$ cat src/rtl/ram_share_arbiter_if.sv
// ram_share_arbiter_if: request/response bundle between the two requesters
// and the scratch-RAM arbiter.
//   req[1:0]       per-port request (bit0 CPU, bit1 host)
//   we[1:0]        per-port write enable, qualified by req
//   addr0/addr1    per-port address (AW bits)
//   wdata0/wdata1  per-port write data (DW bits)
//   gnt[1:0]       one-hot accept pulse
//   done[1:0]      one-hot completion pulse
//   rdata          read data, valid with done on a read
//   busy           sequencer outside IDLE
//   stall_cnt      saturating wait-cycle counter (0 unless ARB_STALL_COUNT_EN)
// Modports: master = requester side, slave = arbiter side.
interface ram_share_arbiter_if #(
  parameter int unsigned AW = 4,
  parameter int unsigned DW = 8
) ();
  logic [1:0]    req;
  logic [1:0]    we;
  logic [AW-1:0] addr0;
  logic [AW-1:0] addr1;
  logic [DW-1:0] wdata0;
  logic [DW-1:0] wdata1;
  logic [1:0]    gnt;
  logic [1:0]    done;
  logic [DW-1:0] rdata;
  logic          busy;
  logic [7:0]    stall_cnt;

  modport master (
    output req, we, addr0, addr1, wdata0, wdata1,
    input  gnt, done, rdata, busy, stall_cnt
  );

  modport slave (
    input  req, we, addr0, addr1, wdata0, wdata1,
    output gnt, done, rdata, busy, stall_cnt
  );
endinterface

$ cat src/rtl/ram_share_arbiter.sv
// ram_share_arbiter: shares one 2**AW x DW scratch RAM between the CPU
// load/store unit (port 0) and the host/debug loader (port 1). A 3-state
// sequencer (IDLE -> ACCESS -> RESP) serves one access per 3 cycles with
// round-robin arbitration on contention; read data is registered.
// Ports:
//   clk  rising-edge clock
//   rst  asynchronous active-low reset (clears sequencer and whole RAM)
//   bus  ram_share_arbiter_if.slave request/response bundle
// Optional: define ARB_STALL_COUNT_EN to build the saturating stall counter;
// otherwise bus.stall_cnt is tied to zero.
module ram_share_arbiter #(
  parameter int unsigned AW = 4,
  parameter int unsigned DW = 8
) (
  input  logic              clk,
  input  logic              rst,
  ram_share_arbiter_if.slave bus
);

  localparam int unsigned DEPTH = 2 ** AW;

  typedef enum logic [1:0] {
    IDLE   = 2'd0,
    ACCESS = 2'd1,
    RESP   = 2'd2
  } state_e;

  // Transaction captured at the accept edge.
  typedef struct packed {
    logic          port;
    logic          we;
    logic [AW-1:0] addr;
    logic [DW-1:0] wdata;
  } txn_t;

  state_e        state_q, state_d;
  txn_t          txn_q, txn_d;
  logic          last_q, last_d;
  logic [1:0]    gnt_q, gnt_d;
  logic [1:0]    done_q, done_d;
  logic [DW-1:0] rdata_q, rdata_d;
  logic          busy_q, busy_d;
  logic          win_c;
  logic          mem_we_c;
  logic [DW-1:0] mem_q [DEPTH];

  // Sole requester wins; on a tie the port that did not win last time.
  assign win_c = (bus.req == 2'b11) ? ~last_q : bus.req[1];

  // Next-state and output decode.
  always_comb begin
    state_d  = state_q;
    txn_d    = txn_q;
    last_d   = last_q;
    gnt_d    = 2'b00;
    done_d   = 2'b00;
    rdata_d  = rdata_q;
    mem_we_c = 1'b0;
    unique case (state_q)
      IDLE: begin
        if (bus.req != 2'b00) begin
          txn_d.port   = win_c;
          txn_d.we     = bus.we[win_c];
          txn_d.addr   = win_c ? bus.addr1 : bus.addr0;
          txn_d.wdata  = win_c ? bus.wdata1 : bus.wdata0;
          gnt_d[win_c] = 1'b1;
          last_d       = win_c;
          state_d      = ACCESS;
        end
      end
      ACCESS: begin
        if (txn_q.we) mem_we_c = 1'b1;
        else          rdata_d  = mem_q[txn_q.addr];
        // done is registered, so it is raised here to show during RESP.
        done_d[txn_q.port] = 1'b1;
        state_d            = RESP;
      end
      RESP:    state_d = IDLE;
      default: state_d = IDLE;
    endcase
    busy_d = (state_d != IDLE);
  end

  // Sequencer and output registers.
  always_ff @(posedge clk or negedge rst) begin
    if (!rst) begin
      state_q <= IDLE;
      txn_q   <= '0;
      last_q  <= 1'b1;
      gnt_q   <= 2'b00;
      done_q  <= 2'b00;
      rdata_q <= '0;
      busy_q  <= 1'b0;
    end else begin
      state_q <= state_d;
      txn_q   <= txn_d;
      last_q  <= last_d;
      gnt_q   <= gnt_d;
      done_q  <= done_d;
      rdata_q <= rdata_d;
      busy_q  <= busy_d;
    end
  end

  // Scratch RAM; reset clears every word so an aborted write never lands.
  always_ff @(posedge clk or negedge rst) begin
    if (!rst) begin
      for (int i = 0; i < DEPTH; i++) mem_q[i] <= '0;
    end else if (mem_we_c) begin
      mem_q[txn_q.addr] <= txn_q.wdata;
    end
  end

  assign bus.gnt   = gnt_q;
  assign bus.done  = done_q;
  assign bus.rdata = rdata_q;
  assign bus.busy  = busy_q;

`ifdef ARB_STALL_COUNT_EN
  logic [7:0] stall_q, stall_d;
  logic [1:0] acc_mask_c;

  // Count edges where a requesting port is not the one being accepted.
  always_comb begin
    acc_mask_c = 2'b00;
    if (state_q == IDLE && bus.req != 2'b00) acc_mask_c = win_c ? 2'b10 : 2'b01;
    stall_d = stall_q;
    if (((bus.req & ~acc_mask_c) != 2'b00) && (stall_q != 8'hFF))
      stall_d = stall_q + 8'd1;
  end

  always_ff @(posedge clk or negedge rst) begin
    if (!rst) stall_q <= 8'd0;
    else      stall_q <= stall_d;
  end

  assign bus.stall_cnt = stall_q;
`else
  assign bus.stall_cnt = 8'd0;
`endif

endmodule

$ cat src/flat_wrapper.sv
// flat-port wrapper written by rule: the top's interface ports become plain ports
module ram_share_arbiter_flat 
#(
  parameter int unsigned AW = 4,
  parameter int unsigned DW = 8
)
  (clk, rst, bus_req, bus_we, bus_addr0, bus_addr1, bus_wdata0, bus_wdata1, bus_gnt, bus_done, bus_rdata, bus_busy, bus_stall_cnt);
  ram_share_arbiter_if #(.AW(AW), .DW(DW)) bus_i ();
  input  logic clk;
  input  logic rst;
  input wire logic [$bits(bus_i.req)-1:0] bus_req;
  input wire logic [$bits(bus_i.we)-1:0] bus_we;
  input wire logic [$bits(bus_i.addr0)-1:0] bus_addr0;
  input wire logic [$bits(bus_i.addr1)-1:0] bus_addr1;
  input wire logic [$bits(bus_i.wdata0)-1:0] bus_wdata0;
  input wire logic [$bits(bus_i.wdata1)-1:0] bus_wdata1;
  output wire logic [$bits(bus_i.gnt)-1:0] bus_gnt;
  output wire logic [$bits(bus_i.done)-1:0] bus_done;
  output wire logic [$bits(bus_i.rdata)-1:0] bus_rdata;
  output wire logic [$bits(bus_i.busy)-1:0] bus_busy;
  output wire logic [$bits(bus_i.stall_cnt)-1:0] bus_stall_cnt;
  assign bus_i.req = bus_req;
  assign bus_i.we = bus_we;
  assign bus_i.addr0 = bus_addr0;
  assign bus_i.addr1 = bus_addr1;
  assign bus_i.wdata0 = bus_wdata0;
  assign bus_i.wdata1 = bus_wdata1;
  assign bus_gnt = bus_i.gnt;
  assign bus_done = bus_i.done;
  assign bus_rdata = bus_i.rdata;
  assign bus_busy = bus_i.busy;
  assign bus_stall_cnt = bus_i.stall_cnt;
  ram_share_arbiter #(.AW(AW), .DW(DW)) u_core (.clk(clk), .rst(rst), .bus(bus_i));
endmodule
$ cat config.mk
export PLATFORM = sky130hd
export DESIGN_NAME = ram_share_arbiter_flat
export DESIGN_NICKNAME = d
export VERILOG_FILES = /design/src/rtl/ram_share_arbiter_if.sv /design/src/rtl/ram_share_arbiter.sv /design/src/flat_wrapper.sv
export SDC_FILE = /design/constraint.sdc
export NUM_CORES = 1
export LEC_CHECK = 0
export CAP_MARGIN = 30
export CORE_UTILIZATION = 45
export CTS_BUF_LIST = sky130_fd_sc_hd__clkbuf_2
export DETAILED_ROUTE_END_ITERATION = 8
export HOLD_SLACK_MARGIN = 0.05
export PLACE_DENSITY = 0.65
export SLEW_MARGIN = 10
export SYNTH_ARGS = -nofsm -noshare
export SYNTH_HDL_FRONTEND = slang
export SYNTH_SLANG_ARGS = --single-unit
$ cat constraint.sdc
create_clock -name clk -period 2.3 [get_ports clk]
set_clock_uncertainty 0.15 [all_clocks]
set_input_delay 0.345 -clock clk [delete_from_list [all_inputs] [get_ports clk]]
set_output_delay 0.345 -clock clk [all_outputs]
set_load 0.01 [all_outputs]
==> results.tsv <==
metric	value	unit
io_pins	51	
grt-ovfl-total	0	
synth_ff_type	dfrtp_1	
synthTopCellsByArea	dfrtp_1 55%, mux2_2 19%, mux4_2 5.7%	
ys_seq_area_share	55.4	%
cts_tree	yes	
postRouteAntennaNets	0	
hp-class	input port to flop	
r2r-start	u_core.state_q[1]	
cts_buffers	17	
cts_buffer_depth	2	
die_area	16400	sq um
grt_pass1_vias	4599	
rows	45	
synth_top_cell_area_share	55.0	%
synth_top_area_cell	dfrtp_1	
grt_pass1_wl	26.1	mm
syn_to_final_growth	16.4	%
period_share	93.7	%
setup_viol	0	
totalWireLength	16.1	mm
critPathTopFamily	buffers and inverters	
die_y	128	microns
outcome	finished, final reports clean	
post_drt_wl_per_cell	20.3	microns
vdd_drop_max	0.557	mV
reg2regPathDepth	5	
holdCritStartpoint	bus_wdata0[7]	
clk_pin_slew	200	ps
crit_chain	clkdlybuf4s50_1	
clkLatencyLatePin	710	ps
via_per_inst	5.61	
p_leak	3.89	nW
finalMaxSlewViolations	0	
drcViolationCount	0	
synthArstFlopShare	100	%
gp_congestion	0.783	
synth-edff-count	0	
insertedDiodeCount	0	
required	1800	ps
synth.most_common_cell	dfrtp_1	
worst_setup_path_end_kind	output pin	
stdcell_count	796	
root_buffer	clkbuf_2	
worstPathArrival	1660	ps
grt_max_degree	50	
drive_gt1_share	36.9	%
reg2reg_to	u_core.mem_q[9]	
hpwl	10.9	mm
start_util	46.5	%
grtUsageTotal	21.6	%
cp-start-kind	flop	
placedCellCount	750	
timing.setup.tns	0	ps
worst_pin_slew	716	ps
cts_sinks	158	
synthCells	503	
num_vias	4469	
worstPathMaxFanout	2	
crit_buf_inv	1	
fin_crit	2160	ps
whs	134	ps
fmax	0.464	GHz
synth_cell_types	43	
whs_path_depth	3	
coreArea	15400	sq um
die_x	128	microns
portBuffers	42	
cp_slowest_stage_delay	540	ps
maxCapViolCount	0	
hold_viol	0	
critical_path_class	flop to output pin	
drt_first_iter_violations	270	
htreeDepth	4	
synthesis.area	7140	sq um
max_slew_margin	52.2	%
antenna_found_initial	0	
final_nets	604	
rsz0062_at_grt	false	
first_pass_iters	4	
syn_area_per_cell	14.2	sq um
ys.warnings.count	0	
r2r_setup_slack	150	ps
synth_common_cells	157 x dfrtp_1, 122 x mux2_2, 28 x mux2i_1, 20 x clkbuf_1, 18 x mux4_2	
p_per_area	1230	nW/um^2
hold_path_end	u_core.txn_q[7]	
synth_seq_cells	158	
crit_slowest_cell	clkdlybuf4s50_1	
## layout make-up
cell class | instances | area [sq um]
clock inverter | 12 | 146
inverter | 2 | 7.51
fill | 1305 | 7060
multi-input combinational | 308 | 3000
timing repair buffer | 87 | 855
tap | 211 | 264
sequential | 158 | 3960
clock buffer | 18 | 90.1
## layout by cell type, fill, tap and decap left out, types with 3 or more instances in the layout
master	instances
nor3_1	4
dfrtp_1	156
mux2_2	122
clkinv_1	3
buf_4	27
nand2b_1	9
nor2_4	3
clkbuf_2	18
nand2_1	6
mux2i_1	28
clkinv_4	3
o32ai_1	3
o22a_1	3
o21ai_0	3
conb_1	8
a21oi_1	8
o22ai_1	8
buf_12	3
a211oi_1	5
nand3b_1	3
and3_1	10
nor2_2	6
mux4_2	18
mux2_1	9
dlygate4sd3_1	14
bufinv_16	3
a22oi_1	5
nor2_1	14
clkdlybuf4s50_1	40
nand3_1	6
a221o_1	10
## registers in the layout, indices dropped and copies added, names as in the netlist
name              flops
u_core.state_q        2
u_core.bus.busy       1
u_core.txn_q         14
u_core.bus.done       2
u_core.bus.gnt        2
u_core.bus.rdata      8
u_core.mem_q        128
u_core.last_q         1
## power by group
group          switching, mW  internal [mW]  leakage [nW]
clock network          0.953          0.594         0.147
registers               1.02           3.93          2.10
logic                   1.67           2.07          1.64
total                   3.64           6.59          3.89
## per-layer routing
metal / share of wire (%) / global-route usage, %
met3: 2.6 / 4.80
met5: 0 / 0
met4: 1.2 / 5.54
met2: 49 / 34.2
met1: 47 / 30.1
## worst max-delay path by stage
stage	end	from	cells past startpoint
global placement	u_core.mem_q[66]	u_core.txn_q[9]	5
floorplan	u_core.mem_q[80]	u_core.txn_q[9]	6
detailed placement	u_core.mem_q[24]	u_core.txn_q[8]	4
global route	bus_rdata[3]	u_core.bus.rdata[3]	1
CTS	bus_rdata[4]	u_core.bus.rdata[4]	1
finish	bus_rdata[6]	u_core.bus.rdata[6]	1
## through the flow
stage          cell area (sq um)  utilization, %  power [mW]  setup WS [ps]
6_report                    8310            54.1        10.2            145
4_1_cts                     8280            53.9        10.3           61.2
3_5_place_dp                7900            51.4        8.73            114
3_3_place_gp                7900            51.4        8.55            220
2_1_floorplan               7170               -        7.32            358
5_1_grt                     8310            54.1        10.9           5.78
## logic make-up (layout without fill, tap and decap cells)
family / after synthesis / after routing / synth area share, %
AO/OA/AOI/OAI: 49 / 49 / 5.04
other: 1 / 8 / 0.0525
buffers and inverters: 44 / 119 / 3.12
AND/OR/NAND/NOR: 74 / 74 / 6.18
multiplexers: 177 / 177 / 30.2
flip-flops: 158 / 158 / 55.4
## timing repair
action | 4_1_cts | 5_1_grt
hold endpoints to repair | 168 | 1
gates resized for setup | 0 | 2
hold buffers | 13 | 2
endpoints found under the setup margin | 0 | 6
buffers inserted | 0 | 1
Power figures use the tool's default switching activity.
